`config.mk`:
```
export PLATFORM = sky130hd
export DESIGN_NAME = uart_rx_fifo
export DESIGN_NICKNAME = d
export VERILOG_FILES = /design/src/rtl/uart_pkg.sv /design/src/rtl/uart_rx_sfifo.sv /design/src/rtl/uart_rx_fifo.sv
export SDC_FILE = /design/constraint.sdc
export NUM_CORES = 1
export LEC_CHECK = 0
export CORE_AREA = 2 2 89 91
export CTS_BUF_LIST = sky130_fd_sc_hd__clkbuf_8
export CTS_CLUSTER_SIZE = 40
export DETAILED_ROUTE_END_ITERATION = 8
export DIE_AREA = 0 0 91 93
export GPL_ROUTABILITY_DRIVEN = 0
export GPL_TIMING_DRIVEN = 1
export PLACE_DENSITY_LB_ADDON = 0.08
export SYNTH_ARGS = -nofsm -noshare
export SYNTH_HDL_FRONTEND = slang
export SYNTH_SLANG_ARGS = --single-unit
```
`constraint.sdc`:
```
create_clock -name clk -period 2.6 [get_ports clk]
set_input_delay 0.52 -clock clk [delete_from_list [all_inputs] [get_ports clk]]
set_output_delay 0.52 -clock clk [all_outputs]
set_load 0.01 [all_outputs]
```
`src/rtl/uart_pkg.sv`:
```
// uart_pkg
//   Shared types and constants for the UART receive path.
//   rx_state_t : receiver FSM states
//   RXD_IDLE   : idle (mark) level of the serial line
`timescale 1ns/1ps
package uart_pkg;

  typedef enum logic [2:0] {
    IDLE,
    START,
    DATA,
    PARITY,
    STOP,
    WAIT_HIGH
  } rx_state_t;

  localparam logic RXD_IDLE = 1'b1;

endpackage

```
`src/rtl/uart_rx_sfifo.sv`:
```
// uart_rx_sfifo
//   Synchronous first-word-fall-through FIFO holding received words.
//   Ports:
//     clk, rst_n         clock, async active-low reset
//     push, push_data    write request and word
//     pop                read request; ignored when empty
//     head               current head word (0 when empty)
//     full, empty        occupancy flags
//     count              entries held (0..DEPTH)
//   A push into a full FIFO only succeeds when a pop happens in the same cycle.
`timescale 1ns/1ps
module uart_rx_sfifo #(
  parameter int WIDTH = 10,
  parameter int DEPTH = 4
) (
  input  logic                     clk,
  input  logic                     rst_n,
  input  logic                     push,
  input  logic [WIDTH-1:0]         push_data,
  input  logic                     pop,
  output logic [WIDTH-1:0]         head,
  output logic                     full,
  output logic                     empty,
  output logic [$clog2(DEPTH):0]   count
);

  localparam int AW = $clog2(DEPTH);
  localparam int CW = AW + 1;

  logic [WIDTH-1:0] mem [DEPTH];
  logic [AW-1:0]    wr_ptr;
  logic [AW-1:0]    rd_ptr;
  logic [CW-1:0]    count_q;
  logic             do_push;
  logic             do_pop;

  assign full    = (count_q == CW'(DEPTH));
  assign empty   = (count_q == '0);
  assign do_pop  = pop && !empty;
  assign do_push = push && (!full || do_pop);
  assign count   = count_q;
  assign head    = empty ? '0 : mem[rd_ptr];

  // Storage carries no reset; the head output is masked while empty.
  always_ff @(posedge clk) begin
    if (do_push) mem[wr_ptr] <= push_data;
  end

  // DEPTH is a power of two, so the pointers wrap naturally.
  always_ff @(posedge clk or negedge rst_n) begin
    if (!rst_n) begin
      wr_ptr  <= '0;
      rd_ptr  <= '0;
      count_q <= '0;
    end else begin
      if (do_push) wr_ptr <= wr_ptr + AW'(1);
      if (do_pop)  rd_ptr <= rd_ptr + AW'(1);
      case ({do_push, do_pop})
        2'b10:   count_q <= count_q + CW'(1);
        2'b01:   count_q <= count_q - CW'(1);
        default: count_q <= count_q;
      endcase
    end
  end

endmodule

```
`src/rtl/uart_rx_fifo.sv`:
```
// uart_rx_fifo
//   Oversampling UART receiver with optional parity, error tagging and an
//   output FIFO with sticky overrun.
//   Ports:
//     clk, rst_n      clock, async active-low reset
//     rxd             asynchronous serial input, idles high
//     sample_tick     1-cycle pulse at OVERSAMPLE x baud
//     read_en         pop FIFO head (ignored when empty)
//     clr_overrun     clears overrun (a new overrun in the same cycle wins)
//     rda             FIFO not empty
//     read_data       head data, 0 when empty
//     rd_frame_err    head: stop bit sampled low
//     rd_parity_err   head: parity mismatch
//     overrun         sticky: a word was dropped because the FIFO was full
//     fifo_count      entries held
//
//   state     | meaning
//   ----------+-----------------------------------------------------------
//   IDLE      | line high, waiting for a falling edge
//   START     | half a bit time in, confirm start bit is still low
//   DATA      | one sample per bit time, shifted in LSB first
//   PARITY    | sample parity bit and latch mismatch
//   STOP      | sample stop bit and push the word
//   WAIT_HIGH | stop bit was low; wait for line release so a break gives one word
`timescale 1ns/1ps
module uart_rx_fifo
  import uart_pkg::*;
#(
  parameter int DATA_BITS  = 8,
  parameter int PARITY_EN  = 0,
  parameter int PARITY_ODD = 0,
  parameter int OVERSAMPLE = 16,
  parameter int FIFO_DEPTH = 4
) (
  input  logic                          clk,
  input  logic                          rst_n,
  input  logic                          rxd,
  input  logic                          sample_tick,
  input  logic                          read_en,
  input  logic                          clr_overrun,
  output logic                          rda,
  output logic [DATA_BITS-1:0]          read_data,
  output logic                          rd_frame_err,
  output logic                          rd_parity_err,
  output logic                          overrun,
  output logic [$clog2(FIFO_DEPTH):0]   fifo_count
);

  localparam int   TW     = $clog2(OVERSAMPLE);
  localparam int   BW     = $clog2(DATA_BITS);
  localparam int   WW     = DATA_BITS + 2;
  localparam logic [TW-1:0] HALF_M1  = TW'(OVERSAMPLE / 2 - 1);
  localparam logic [TW-1:0] FULL_M1  = TW'(OVERSAMPLE - 1);
  localparam logic [BW-1:0] LAST_BIT = BW'(DATA_BITS - 1);
  localparam logic PAR_ODD = (PARITY_ODD != 0);
  localparam rx_state_t AFTER_DATA = (PARITY_EN != 0) ? PARITY : STOP;

  rx_state_t            state;
  logic                 rxd_meta;
  logic                 rxs;
  logic [TW-1:0]        tick_cnt;
  logic [BW-1:0]        bit_cnt;
  logic [DATA_BITS-1:0] shift;
  logic                 parity_err;
  logic                 bit_end;
  logic                 push;
  logic [WW-1:0]        push_word;
  logic [WW-1:0]        head;
  logic                 fifo_full;
  logic                 fifo_empty;

  always_ff @(posedge clk or negedge rst_n) begin
    if (!rst_n) begin
      rxd_meta <= RXD_IDLE;
      rxs      <= RXD_IDLE;
    end else begin
      rxd_meta <= rxd;
      rxs      <= rxd_meta;
    end
  end

  assign bit_end = sample_tick && (tick_cnt == FULL_M1);

  // The push strobe is decoded from the sampling tick itself so the word
  // lands in the FIFO on the same edge the stop bit is sampled.
  assign push      = (state == STOP) && bit_end;
  assign push_word = {parity_err, ~rxs, shift};

  always_ff @(posedge clk or negedge rst_n) begin
    if (!rst_n) begin
      state      <= IDLE;
      tick_cnt   <= '0;
      bit_cnt    <= '0;
      shift      <= '0;
      parity_err <= 1'b0;
    end else begin
      case (state)
        IDLE: begin
          if (rxs != RXD_IDLE) begin
            state    <= START;
            tick_cnt <= '0;
          end
        end
        START: begin
          if (sample_tick) begin
            if (tick_cnt == HALF_M1) begin
              tick_cnt <= '0;
              if (rxs == RXD_IDLE) begin
                state <= IDLE;
              end else begin
                state   <= DATA;
                bit_cnt <= '0;
              end
            end else begin
              tick_cnt <= tick_cnt + TW'(1);
            end
          end
        end
        DATA: begin
          if (bit_end) begin
            tick_cnt <= '0;
            shift    <= {rxs, shift[DATA_BITS-1:1]};
            if (bit_cnt == LAST_BIT) begin
              state      <= AFTER_DATA;
              parity_err <= 1'b0;
            end else begin
              bit_cnt <= bit_cnt + BW'(1);
            end
          end else if (sample_tick) begin
            tick_cnt <= tick_cnt + TW'(1);
          end
        end
        PARITY: begin
          if (bit_end) begin
            tick_cnt   <= '0;
            parity_err <= ((^shift) ^ rxs) != PAR_ODD;
            state      <= STOP;
          end else if (sample_tick) begin
            tick_cnt <= tick_cnt + TW'(1);
          end
        end
        STOP: begin
          if (bit_end) begin
            tick_cnt <= '0;
            state    <= (rxs == RXD_IDLE) ? IDLE : WAIT_HIGH;
          end else if (sample_tick) begin
            tick_cnt <= tick_cnt + TW'(1);
          end
        end
        WAIT_HIGH: begin
          if (rxs == RXD_IDLE) state <= IDLE;
        end
        default: state <= IDLE;
      endcase
    end
  end

  uart_rx_sfifo #(
    .WIDTH (WW),
    .DEPTH (FIFO_DEPTH)
  ) u_fifo (
    .clk       (clk),
    .rst_n     (rst_n),
    .push      (push),
    .push_data (push_word),
    .pop       (read_en),
    .head      (head),
    .full      (fifo_full),
    .empty     (fifo_empty),
    .count     (fifo_count)
  );

  // A simultaneous pop makes room, so only an unaccompanied push into a
  // full FIFO counts as a drop.
  always_ff @(posedge clk or negedge rst_n) begin
    if (!rst_n) begin
      overrun <= 1'b0;
    end else if (push && fifo_full && !read_en) begin
      overrun <= 1'b1;
    end else if (clr_overrun) begin
      overrun <= 1'b0;
    end
  end

  assign rda           = ~fifo_empty;
  assign read_data     = head[DATA_BITS-1:0];
  assign rd_frame_err  = head[DATA_BITS];
  assign rd_parity_err = head[DATA_BITS+1];

endmodule

```
# Word level (Yosys, flattened, before mapping)

Memory sizes are Yosys's and may differ from the RTL's.
Index checks and enable logic that the tools add are counted.
W data, S select, Z words.

Register bits after elaboration: 29
Memory bits (writable): 40
Input port bits: 6
Output and inout bits: 15
Logic and storage cells: 100
Memories kept: 1

$add $sub $neg: 6
Eq/ne operators: 22
Multiplexer cells: 33
Bitwise gates (word level): 3
Reduce and logical (&&, ||, !) cells: 24

Memories:

| name       | depth | bits a word | read ports | clocked after memory_dff | wr ports | line                | text |
|---|---|---|---|---|---|---|---|
| u_fifo.mem | 4     | 10          | 1          | 0                        | 1        | uart_rx_sfifo.sv:30 | `logic [WIDTH-1:0] mem [DEPTH];` |

Operators by type and width:

| operator              | number |
|---|---|
| $mux W3               | 14 |
| $mux W4               | 5 |
| $ne A2 B2 Y1 const B  | 10 |
| $pmux W3 S6           | 1 |
| $eq A3 B3 Y1 const B  | 4 |
| $pmux W3 S2           | 2 |
| $pmux W4 S3           | 1 |
| $mux W10              | 1 |
| $reduce_and A4 Y1     | 2 |
| $reduce_and A8 Y1     | 1 |
| $reduce_bool A2 Y1    | 4 |
| $reduce_xor A8 Y1     | 1 |
| $mux W1               | 7 |
| $add A3 B1 Y3 const B | 2 |
| $eq A3 B2 Y1 const B  | 2 |
| $logic_and A1 B1 Y1   | 6 |
| $logic_not A3 Y1      | 2 |
| $reduce_and A6 Y1     | 1 |
| $add A2 B1 Y2 const B | 2 |
| $add A4 B1 Y4 const B | 1 |
| $eq A4 B3 Y1 const B  | 1 |
| $eq A4 B4 Y1 const B  | 1 |
| $eq A3 B1 Y1 const B  | 1 |
| $logic_not A1 Y1      | 3 |
| other kinds (12)      | 13 |

# Longest topological paths before layout

Gate-level depths: netlist of run 1.

Depth in word-level cells: 7
Mapped depth: 10

# Cells and area by module

A second synthesis of run 1 with hierarchy kept.

Cells, all modules: 225
Area, all modules: 3215.6 um^2

By module, submodules not included:

| module        | instances | cells an instance | area an instance (um^2) | sequential area each (um^2) |
|---|---|---|---|---|
| uart_rx_sfifo | 1         | 116               | 2023.2                  | 1376.3 |
| uart_rx_fifo  | 1         | 109               | 1192.4                  | 553.0 |

# Worst setup path after synthesis of run 1

Ideal clock, no wire load.

Path kind: register to register
Start: register tick_cnt[0]
End: register u_fifo.count_q[2], in the netlist u_fifo.count[2]
Data arrival time: 2.171 ns
Required time: 2.465 ns
Setup slack: 0.295 ns
Stages on the path, launching flop included: 10
Buffers on the path: 1
Clock period less this slack: 2.305 ns
Cell sequence: dfrtp_1 ha_1 and4_1 buf_4 nand2_2 nand3_1 fa_1 nor4_1 or3b_1 o211ai_1

Longest elaborated chain between the ends: 6

RTL lines:

| what                                                     | line                | text |
|---|---|---|
| from (decl)                                              | uart_rx_fifo.sv:61  | `logic [TW-1:0] tick_cnt;` |
| from (signal assigned)                                   | uart_rx_fifo.sv:115 | `tick_cnt <= tick_cnt + TW'(1);` |
| from (signal assigned)                                   | uart_rx_fifo.sv:130 | `tick_cnt <= tick_cnt + TW'(1);` |
| from (signal assigned)                                   | uart_rx_fifo.sv:139 | `tick_cnt <= tick_cnt + TW'(1);` |
| $eq A4 B4 Y1 *                                           | uart_rx_fifo.sv:82  | `assign bit_end = sample_tick && (tick_cnt == FULL_M1);` |
| $logic_and A1 B1 Y1 *                                    | uart_rx_fifo.sv:82  |  |
| $logic_and A1 B1 Y1 *                                    | uart_rx_fifo.sv:86  | `assign push = (state == STOP) && bit_end;` |
| $logic_and A1 B1 Y1 *                                    | uart_rx_sfifo.sv:40 | `assign do_push = push && (!full \|\| do_pop);` |
| $eq A2 B1 Y1 / $eq A2 B2 Y1 (equally long branches)      | uart_rx_sfifo.sv:58 | `case ({do_push, do_pop})` |
| $pmux W3 S2 / $reduce_bool A2 Y1 (equally long branches) | n/a                 |  |
| to (signal assigned)                                     | uart_rx_sfifo.sv:59 | `2'b10: count_q <= count_q + CW'(1);` |
| to (signal assigned)                                     | uart_rx_sfifo.sv:60 | `2'b01: count_q <= count_q - CW'(1);` |
| to (signal assigned)                                     | uart_rx_sfifo.sv:61 | `default: count_q <= count_q;` |
| to (decl)                                                | uart_rx_sfifo.sv:33 | `logic [CW-1:0] count_q;` |

Mark *: on every way between the ends. The rest lies on a longest branch, timed or not.
A chain may end at the register's enable or synchronous reset.

# Final worst setup path of run 1

Start: register u_fifo.rd_ptr[0]
End: output read_data[1]

Longest elaborated chain between the ends: 2

RTL lines:

| what                   | line                | text |
|---|---|---|
| from (decl)            | uart_rx_sfifo.sv:32 | `logic [AW-1:0] rd_ptr;` |
| from (signal assigned) | uart_rx_sfifo.sv:57 | `if (do_pop) rd_ptr <= rd_ptr + AW'(1);` |
| $mem_v2 Z4 W10         | n/a                 |  |
| $mux W10               | uart_rx_sfifo.sv:42 | `assign head = empty ? '0 : mem[rd_ptr];` |
| to (decl)              | uart_rx_fifo.sv:42  | `output logic [DATA_BITS-1:0] read_data,` |

Every way passes these cells.

==> results of run 1 <==
## power by group through the flow
stage	combinational (mW)	sequential, mW	clock [mW]
after floorplan	0.746	1.34	0
after global placement	1.11	1.38	0
after detailed placement	1.12	1.38	0
after CTS	1.14	1.36	0.994
after global routing	1.28	1.38	1.04
final	1.16	1.36	0.973
## worst max path at each step
stage | start | end | slack [ns] | depth (start not counted)
2_1_floorplan | tick_cnt[0]$_DFFE_PN0P_ | u_fifo.count[2]$_DFFE_PN0P_ | 0.29 | 9
3_3_place_gp | sample_tick | u_fifo.count[2]$_DFFE_PN0P_ | 0.14 | 8
3_5_place_dp | sample_tick | u_fifo.count[2]$_DFFE_PN0P_ | 0.10 | 8
4_1_cts | u_fifo.rd_ptr[0]$_DFFE_PN0P_ | rd_frame_err | 0.004 | 4
5_1_grt | u_fifo.rd_ptr[0]$_DFFE_PN0P_ | read_data[1] | 0.02 | 4
6_report | u_fifo.rd_ptr[0]$_DFFE_PN0P_ | read_data[1] | 0.07 | 4
## per-stage QoR
step	cell area (µm²)	utilization, %
after detailed placement	3770	50.0
after floorplan	3310	-
final	4050	53.8
after global placement	3770	50.0
after global routing	4050	53.8
after CTS	4000	53.2
## synthesized netlist by cell type, types with 2 or more instances
cell and n:
nand2b_1 3, nor3_1 3, o211ai_1 2, inv_1 10, o21ai_0 4, xnor2_1 9, mux2_4 8, buf_6 2
dfrtp_1 27, o311ai_1 2, mux4_2 10, a21oi_1 3, nand3_1 8, buf_2 4, clkbuf_1 4, or3_1 3
dfstp_2 2, mux2_1 2, ha_1 7, nand4_1 2, nor2b_1 3, and2_1 14, and3b_1 2, a31oi_1 5
mux2i_1 3, o22ai_1 2, nor4_1 2, nor2_1 4, nor4b_1 2, o21ai_1 5, nand2_1 9, edfxtp_1 40
## registers in the layout, summed over array words and instances, names as in the netlist, 2 cells and up
register and count:
u_fifo.mem 40, u_fifo.count 3, tick_cnt 4, shift 8, state 3, u_fifo.wr_ptr 2
bit_cnt 3, u_fifo.rd_ptr 2
## cell type report
| cell class | count | share of cell area (%) |
|---|---|---|
| sequential | 69 | 47.7 |
| multi-input combinational | 143 | 31.6 |
| timing repair buffer | 41 | 11.2 |
| tap | 102 | 3.15 |
| clock buffer | 9 | 3.06 |
| clock inverter | 7 | 2.44 |
| inverter | 10 | 0.926 |
## layer usage
metal | wire, µm | vias up | GRT usage, %
li1 | - | 961 | -
met1 | 2920 | 1002 | 21.3
met2 | 3090 | 24 | 26.1
met3 | 117 | 10 | 2.66
met4 | 111 | 0 | 6.44
met5 | 0 | - | 0
## cells in the final DEF, fill, tap and decap left out, drive strengths merged, types with 3 or more instances in the layout
cell / instances
inv: 11
edfxtp: 40
nor2: 5
dlymetal6s2s: 6
o21ai: 10
dfrtp: 27
mux2i: 3
nand3: 8
xnor2: 9
clkbuf: 10
nand4: 3
a21oi: 4
mux2: 10
or3: 3
a31oi: 5
nand2b: 3
nor3: 5
mux4: 10
clkinv: 3
nor2b: 3
and2: 15
ha: 7
clkdlybuf4s50: 14
buf: 20
nand2: 10
## logic make-up (layout without fill, tap and decap cells)
family	count (synthesis)	count (layout)	share of synthesized area, %
mux	23	23	12.0
buf+inv	21	67	3.10
compound gates	32	32	6.47
fa+ha+maj	8	8	3.25
simple gates	69	69	13.5
flops	69	69	58.3
xor+xnor	11	11	3.33
## repair_timing
item	in CTS	in global routing
gates cloned	0	1
setup buffers	1	1
setup endpoints to repair	10	8
pin swaps	0	0
gates resized for setup	1	7
==> summary.md, run 1 <==
| Metric | Value |
|---|---|
| Area Overhead vs Synth | `22.5%` |
| TritonCTS clock tree | `yes` |
| Main synth FF type | `edfxtp_1` |
| Largest net degree at the start of global routing | `30` |
| Drt total wl | `6240 µm` |
| Post-synth ARST share | `roughly 42%` |
| Final Cycle Share | `97.2%` |
| Slowest-stage cell, CP | `mux4_2` |
| RSZ-0062 raised after global routing | `false` |
| Ys Warns | `0` |
| Synth cell types | `59` |
| WL/cell | `16.4 µm` |
| Hold Buf Count CTS | `0` |
| Crit path DAT | `between 2 and 2.5 ns` |
| Die area | `8460 µm²` |
| Number of port buffers | `20` |
| Layout cell share with drive strength beyond 1 | `24.4%` |
| Vias per Instance | `5.24` |
| I/O pins | `21` |
| Die extent in x | `about 91 µm` |
| CTS buffer count | `9` |
| Global-route wire length before repair | `10400 µm` |
| Worst Path Buf+Inv | `2` |
| Delay of the slowest cell on the worst path | `0.48 ns` |
| Reg-to-reg slack, setup | `between 0.4 and 0.5 ns` |
| Initial antenna violation count | `0` |
| Logic pwr share | `between 30% and 40%` |
| Vert. Die Dim | `93 µm` |
| Gate Count Post-Synth | `233` |
| Setup crit start kind | `flop` |
| Hold Path Depth | `0` |
| Worst skew pair latency | `0.34 ns` |
| Iter 0 DRT Violations | `81` |
| Worst reg2reg path depth | `8` |
| Slew headroom | `66.4%` |
| Fin nets | `288` |
| Worst Max-Slew Pin Slew | `0.497 ns` |
| Fmax achieved | `396 MHz` |
| Worst vdd ir | `about 330 µV` |
| Synth Register Bits | `69` |
| Net Sw Frac | `30.2%` |
| Worst path cell trace | `clkbuf_16 > mux4_2 > and2_1 > clkdlybuf4s50_1` |
| Min Hold Slack | `0.358 ns` |
| Depth of the CTS H-tree | `3` |
| # diodes | `0` |
| Lkg Pwr | `1.64 nW` |
| First drt pass iteration count | `4` |
| # DRC | `0` |
| Worst slack at placement | `~0.10 ns` |
| Worst Path Max Fanout | `5` |
| Fin. max-slew vios | `0` |
| CTS clock-pin slew for the worst setup and hold paths | `0.08 ns` |
| Total negative slack | `0 ns` |
| Switch Pwr | `1.05 mW` |
| Fin. Hold Viols | `0` |
| Power Internal | `~2.4 mW` |
| Final ANT Viol Nets | `0` |
| CTS Sinks | `69` |
| Post-DP HPWL | `4040 µm` |
| Worst hold endpoint | `rxs$_DFF_PN1_` |
| Min-delay src | `rxd_meta$_DFF_PN1_` |
| Number of max-cap violations | `0` |
| Power share of the sequential group | `38.9%` |
| Sequential cell area fraction in the yosys report | `58.3%` |
| Yosys top cell area share | `36.3%` |
| Number of fill cells in the layout | `around 670` |
| Worst min path class | `reg2reg` |
| Finished Layout Cells | `381` |
| GRT Total Usage | `15.9%` |
| Status | `finished, final reports clean` |
| Mapped Area | `3310 µm²` |
| Vias after detailed routing | `~2000` |
| Post-synth EDFFs | `40` |
| Largest area contributor in the netlist | `edfxtp_1` |
| Vias in the first global route | `2024` |
| Pwr Density | `862 nW/µm²` |
| Grt ovf | `0` |
| Placed cell count | `362` |
| Top cells by area, synth | `edfxtp_1 36%, dfrtp_1 20%, mux4_2 6.8%` |
| Clk_skew | `0.00530 ns` |
| CTS Buffer Depth | `2` |
| Initial Util | `43.9%` |
| Multi-input gate area | `around 1300 µm²` |
| Crit path kind | `reg2out` |
| RR Endpoint | `u_fifo.count[2]$_DFFE_PN0P_` |
| Post-layout power | `~3.5 mW` |
| CP required | `2.08 ns` |
| Avg Inst Size Synth | `around 14 µm²` |
| Setup violators final | `0` |
| Core area | `7530 µm²` |
| Cell Rows | `32` |
| Crit path time final | `2.53 ns` |
| RR Startpoint | `tick_cnt[0]$_DFFE_PN0P_` |
| Nature of the critical path endpoint | `output pin` |
| PnR worst setup slack | `0.0729 ns` |
| Reg area | `about 1900 µm²` |
| Root Driver | `clkbuf_8` |
| Top cell family by delay on the critical path | `buffers and inverters` |
| Syn nets | `247` |
| Clock share of power | `27.9%` |
(Power assumes the default switching activity.)
==> inputs of run 2 (changes only) <==
==> constraint.sdc (replaced) <==
create_clock -name clk -period 2.6 [get_ports clk]
set_input_delay 0.26 -clock clk [delete_from_list [all_inputs] [get_ports clk]]
set_output_delay 0.26 -clock clk [all_outputs]
set_load 0.01 [all_outputs]
==> summary.md, run 2 (synthesis gave the netlist of run 1 again) <==
| Metric | Value |
|---|---|
| Post-DP HPWL | `3960 µm` |
| Logic pwr share | `31.1%` |
| Die extent in x | `91 µm` |
| RR Startpoint | `tick_cnt[0]$_DFFE_PN0P_` |
| Crit path DAT | `about 2.1 ns` |
| PnR worst setup slack | `0.228 ns` |
| Largest Register | `u_fifo.mem` |
| Iter 0 DRT Violations | `93` |
| Commonest non-fill, non-tap cells in the layout | `40 x edfxtp_1, 27 x dfrtp_1, 20 x clkdlybuf4s50_1` |
| Total negative slack | `0 ns` |
| # DRC | `0` |
| Crit path kind | `reg2out` |
| RR Endpoint | `u_fifo.count[2]$_DFFE_PN0P_` |
| Initial Util | `43.9%` |
| Post-CTS setup repair buffer count | `0` |
| Largest net degree at the start of global routing | `30` |
| Placed instance area | `~3700 µm²` |
| Vias in the first global route | `1992` |
| Global-route wire length before repair | `10100 µm` |
| CTS buffer count | `9` |
| Vias per Instance | `between 5 and 6` |
| Cell Rows | `32` |
| Clk_skew | `roughly 0.010 ns` |
| Most common cell after layout, fill and taps aside | `edfxtp_1` |
| Net Sw Frac | `29.2%` |
| Slew headroom | `between 60% and 70%` |
| Worst reg2reg path depth | `8` |
| Crit path time final | `roughly 2.4 ns` |
| GRT Total Usage | `roughly 16%` |
| CP required | `2.34 ns` |
| Power Internal | `between 2 and 2.5 mW` |
| Post-layout power | `3.38 mW` |
| Top flop regs | `u_fifo.mem: 40 flops, shift: 8 flops, tick_cnt: 4 flops` |
| Final ANT Viol Nets | `0` |
| Depth of the CTS H-tree | `3` |
| # diodes | `0` |
| CTS Buffer Depth | `2` |
| Finished Cell Area | `3910 µm²` |
| Initial antenna violation count | `0` |
| TritonCTS clock tree | `yes` |
| Switch Pwr | `between 0.9 and 1 mW` |
| Worst Max-Slew Pin Slew | `0.564 ns` |
| Setup violators final | `0` |
| Fin. Hold Viols | `0` |
| Fin. max-slew vios | `0` |
| Slowest-stage cell, CP | `mux4_2` |
| WL/cell | `15.9 µm` |
| Number of flip-flops in the largest register | `40` |
| Vias after detailed routing | `1943` |
| Fmax achieved | `approximately 420 MHz` |
| Vert. Die Dim | `93 µm` |
| Grt ovf | `0` |
| Worst path cell trace | `buf_4 > mux4_2 > and2_1 > clkdlybuf4s50_1` |
| Top cell family by delay on the critical path | `buffers and inverters` |
| Hold Buf Count CTS | `0` |
| Delay of the slowest cell on the worst path | `0.54 ns` |
| CTS clock-pin slew for the worst setup and hold paths | `0.07 ns` |
| Drt total wl | `5960 µm` |
| Critical path origin | `u_fifo.rd_ptr[0]$_DFFE_PN0P_` |
| Die area | `roughly 8500 µm²` |
| Status | `finished, final reports clean` |
| Number of max-cap violations | `0` |
| Core area | `7530 µm²` |
| Pwr Density | `865 nW/µm²` |
| Setup crit start kind | `flop` |
| Number of port buffers | `20` |
| Lkg Pwr | `1.50 nW` |
| Power share of the sequential group | `41.0%` |
| RSZ-0062 raised after global routing | `false` |
| Reg-to-reg slack, setup | `0.35 ns` |
| Worst vdd ir | `363 µV` |
| I/O pins | `21` |
| First drt pass iteration count | `4` |
| Worst min path class | `in2async` |
| Clock share of power | `28.0%` |
| Worst Path Buf+Inv | `2` |
| CTS Sinks | `69` |
| Worst skew pair latency | `0.34 ns` |
| Layout cell share with drive strength beyond 1 | `21.6%` |
| Worst slack at placement | `0.301 ns` |
| Worst Path Max Fanout | `12` |
| Nature of the critical path endpoint | `output pin` |
| Root Driver | `clkbuf_8` |
| Area Overhead vs Synth | `18.1%` |
| Fin nets | `between 200 and 300` |
| Final Cycle Share | `91.2%` |
[run 2: power groups by stage]
stage	combinational [mW]	clock, mW	sequential, mW
floorplan	0.746	0	1.34
global placement	1.04	0	1.41
detailed placement	1.06	0	1.41
CTS	1.06	0.975	1.39
global route	1.17	1.02	1.40
finish	1.05	0.945	1.38
[run 2: repair_timing]
item,4_1_cts,5_1_grt
endpoints found under the hold margin,0,0
setup endpoints to repair,0,2
gates resized for setup,0,1
[run 2: how the worst max path moves through the flow]
stage                     slack (ns)                          end  cells after the start
after detailed placement        0.30  u_fifo.count[2]$_DFFE_PN0P_                      8
after global routing            0.10                rd_parity_err                      4
final                           0.23                rd_parity_err                      4
after CTS                       0.08                 read_data[7]                      4
after global placement          0.35  u_fifo.count[2]$_DFFE_PN0P_                      8
after floorplan                 0.29  u_fifo.count[2]$_DFFE_PN0P_                      9
[run 2: per-stage QoR]
step | cells | hold slack (ns) | util [%]
after floorplan | 233 | -0.0356 | -
after global placement | 359 | 0.348 | 48.9
after detailed placement | 359 | 0.349 | 48.9
after CTS | 375 | 0.313 | 51.8
after global routing | 375 | 0.323 | 51.9
final | 375 | 0.305 | 51.9
[run 2: cell type report]
| type | count | area (µm²) |
|---|---|---|
| Clock buffer | 10 | 138 |
| Clock inverter | 6 | 80.1 |
| Fill cell | 704 | 3620 |
| Inverter | 10 | 37.5 |
| Multi-Input combinational cell | 143 | 1280 |
| Sequential cell | 69 | 1930 |
| Tap cell | 102 | 128 |
| Timing Repair Buffer | 35 | 313 |
[run 2: routing by layer]
layer | part of all wire [%] | track usage [%] | up-vias
met4 | 1.2 | 6.94 | 0
met2 | 48 | 25.4 | 24
met1 | 48 | 20.4 | 968
li1 | - | - | 945
met5 | 0 | 0 | -
met3 | 2.7 | 3.38 | 6
==> inputs of run 3 (changes only) <==
--- a/config.mk
+++ b/config.mk
@@ -5,14 +5,16 @@
 export SDC_FILE = /design/constraint.sdc
 export NUM_CORES = 1
 export LEC_CHECK = 0
-export CORE_AREA = 2 2 89 91
+export CAP_MARGIN = 20
+export CORE_AREA = 2 2 88 90
 export CTS_BUF_LIST = sky130_fd_sc_hd__clkbuf_8
 export CTS_CLUSTER_SIZE = 40
 export DETAILED_ROUTE_END_ITERATION = 8
-export DIE_AREA = 0 0 91 93
+export DIE_AREA = 0 0 90 92
 export GPL_ROUTABILITY_DRIVEN = 0
 export GPL_TIMING_DRIVEN = 1
 export PLACE_DENSITY_LB_ADDON = 0.08
 export SYNTH_ARGS = -nofsm -noshare
 export SYNTH_HDL_FRONTEND = slang
+export SYNTH_HIERARCHICAL = 1
 export SYNTH_SLANG_ARGS = --single-unit
==> summary.md, run 3 <==
| Metric | Value |
|---|---|
| Top flop regs | `u_fifo/mem: 40 flops, shift: 8 flops, tick_cnt: 4 flops` |
| Number of max-cap violations | `0` |
| Vias in the first global route | `1771` |
| Cell Rows | `32` |
| CTS clock-pin slew for the worst setup and hold paths | `0.07 ns` |
| Switch Pwr | `roughly 1.1 mW` |
| Nature of the critical path endpoint | `output pin` |
| Post-DP HPWL | `3580 µm` |
| Post-Synth XOR/XNOR Area | `roughly 3.8%` |
| Power Internal | `2.34 mW` |
| CTS buffer count | `9` |
| Mux cell area share after synthesis | `11.6%` |
| Power share of the sequential group | `40.9%` |
| Fin nets | `273` |
| Ys Warns | `6` |
| Core area | `between 7000 and 8000 µm²` |
| Initial antenna violation count | `0` |
| CTS Sinks | `69` |
| Setup crit start kind | `flop` |
| Top cell family by delay on the critical path | `buffers and inverters` |
| Number of port buffers | `20` |
| Post-synth ARST share | `~42%` |
| Layout cell share with drive strength beyond 1 | `23.9%` |
| Worst slack at placement | `0.283 ns` |
| RR Endpoint | `u_fifo/count[2]$_DFFE_PN0P_` |
| Clk_skew | `0.00763 ns` |
| Worst reg2reg path depth | `8` |
| Critical path origin | `u_fifo/rd_ptr[0]$_DFFE_PN0N_` |
| Post-CTS setup repair buffer count | `0` |
| Final Cycle Share | `91.3%` |
| CTS resizes | `0` |
| Synth cell types | `50` |
| # DRC | `0` |
| Placed cell count | `350` |
| Syn nets | `around 240` |
| Vert. Die Dim | `92 µm` |
| Fin. max-slew vios | `0` |
| Root Driver | `clkbuf_8` |
| Reg-to-reg slack, setup | `0.40 ns` |
| Clock share of power | `about 22%` |
| I/O pins | `21` |
| GRT Total Usage | `14.2%` |
| Number of flip-flops in the largest register | `40` |
| Worst Max-Slew Pin Slew | `around 0.49 ns` |
| Worst Path Max Fanout | `12` |
| Multi-input gate area | `1190 µm²` |
| Hold Buf Count CTS | `0` |
| Synth top cells by count | `40 x edfxtp_1, 27 x dfrtp_1, 14 x and2_1, 14 x nand2_1` |
| Commonest non-fill, non-tap cells in the layout | `40 x edfxtp_1, 27 x dfrtp_1, 20 x clkdlybuf4s50_1` |
| Initial Util | `43.2%` |
| Crit path DAT | `2.11 ns` |
| Mapped Area | `3220 µm²` |
| PnR worst setup slack | `0.227 ns` |
| Main synth FF type | `edfxtp_1` |
| Crit path time final | `roughly 2.4 ns` |
| CP required | `2.34 ns` |
| Worst skew pair latency | `0.34 ns` |
| Largest Register | `u_fifo/mem` |
| Reg area | `1930 µm²` |
| Largest net degree at the start of global routing | `30` |
| RR Startpoint | `tick_cnt[0]$_DFFE_PN0P_` |
| Logic pwr share | `37.0%` |
| Slowest-stage cell, CP | `mux4_2` |
| Iter 0 DRT Violations | `just over 80` |
| WL/cell | `14.5 µm` |
| Worst min path class | `in2async` |
| Slew headroom | `67.0%` |
| Vias after detailed routing | `1802` |
| Avg Inst Size Synth | `14.3 µm²` |
| # diodes | `0` |
| Largest family of logic cells by synthesized area | `multiplexers` |
| Post-synthesis adder-cell area fraction | `3.35%` |
| Delay of the slowest cell on the worst path | `between 0.5 and 0.6 ns` |
| Synth Register Bits | `69` |
| Crit path kind | `reg2out` |
| Worst Setup EP | `read_data[5]` |
| Worst vdd ir | `361 µV` |
| Lkg Pwr | `approximately 1.4 nW` |
| Post-layout power | `around 3.5 mW` |
| Total negative slack | `0 ns` |
| Final Util | `50.4%` |
| Area Overhead vs Synth | `16.7%` |
| Largest area contributor in the netlist | `edfxtp_1` |
| Pwr Density | `920 nW/µm²` |
| Global-route wire length before repair | `8860 µm` |
| Min Hold Slack | `0.305 ns` |
| Worst path cell trace | `buf_4 > mux4_2 > and2_1 > clkdlybuf4s50_1` |
| Worst path depth | `4` |
| Fmax achieved | `421 MHz` |
| Synth Area in Simple Gates | `10.9%` |
| Sequential cell area fraction in the yosys report | `60.0%` |
| Synth Area in Compound Gates | `7.51%` |
| RSZ-0062 raised after global routing | `false` |
| Post-synth EDFFs | `40` |
| Top-count cell post-synth | `edfxtp_1` |
| Placed instance area | `between 3000 and 4000 µm²` |
| Gate Count Post-Synth | `225` |
| CTS Buffer Depth | `2` |
| Finished Cell Area | `3750 µm²` |
| First drt pass iteration count | `4` |
| Fin. Hold Viols | `0` |
| Finished Layout Cells | `between 300 and 400` |
| Worst Path Buf+Inv | `2` |
| Die area | `approximately 8300 µm²` |
| Final ANT Viol Nets | `0` |
| Yosys top cell area share | `37.4%` |
| Top cells by area, synth | `edfxtp_1 37%, dfrtp_1 21%, mux4_2 7.0%` |
| Drt total wl | `~5300 µm` |
| Vias per Instance | `4.92` |
| Status | `finished, final reports clean` |
| Net Sw Frac | `between 30 and 40%` |
| Most common cell after layout, fill and taps aside | `edfxtp_1` |
| Grt ovf | `0` |
| Setup violators final | `0` |
| Depth of the CTS H-tree | `3` |
| TritonCTS clock tree | `yes` |
| Number of fill cells in the layout | `667` |
| Die extent in x | `90 µm` |
## run 3: cell families (layout without fill, tap and decap cells)
logic type	count (synthesis)	after routing
flops	69	69
simple gates	59	59
compound gates	32	32
mux	23	23
buf+inv	20	59
xor+xnor	14	14
fa+ha+maj	8	8
## run 3: power groups by stage
stage | Sequential [mW] | Clock, mW | Combinational (mW)
floorplan | 1.38 | 0 | 0.866
global placement | 1.44 | 0 | 1.28
detailed placement | 1.43 | 0 | 1.29
CTS | 1.41 | 0.788 | 1.30
global route | 1.43 | 0.849 | 1.40
finish | 1.41 | 0.764 | 1.28
## run 3: worst min path at each step
stage	startpoint	to	slack, ns
floorplan	rst_n	bit_cnt[0]$_DFFE_PN0P_	-0.04
global placement	rxd_meta$_DFF_PN1_	rxs$_DFF_PN1_	0.35
detailed placement	rxd_meta$_DFF_PN1_	rxs$_DFF_PN1_	0.35
CTS	rxd	rxd_meta$_DFF_PN1_	0.30
global route	rxd	rxd_meta$_DFF_PN1_	0.29
finish	rst_n	shift[3]$_DFFE_PN0P_	0.31
## run 3: area by class of cell
class                   instances  area share (%)
clock inverters                 7            1.33
inverters                      12            1.20
flip-flops and latches         69            51.4
clock buffers                   9            3.30
multi-input cells             136            31.8
well taps                     102            3.40
repair buffers                 31            7.54
## run 3: layer usage
| layer | GRT usage [%] | vias to the layer above | share of wire [%] |
|---|---|---|---|
| li1 | - | 888 | - |
| met1 | 18.4 | 879 | 47 |
| met2 | 21.5 | 30 | 48 |
| met3 | 5.59 | 5 | 3.6 |
| met4 | 5.38 | 0 | 1.4 |
| met5 | 0 | - | 0 |
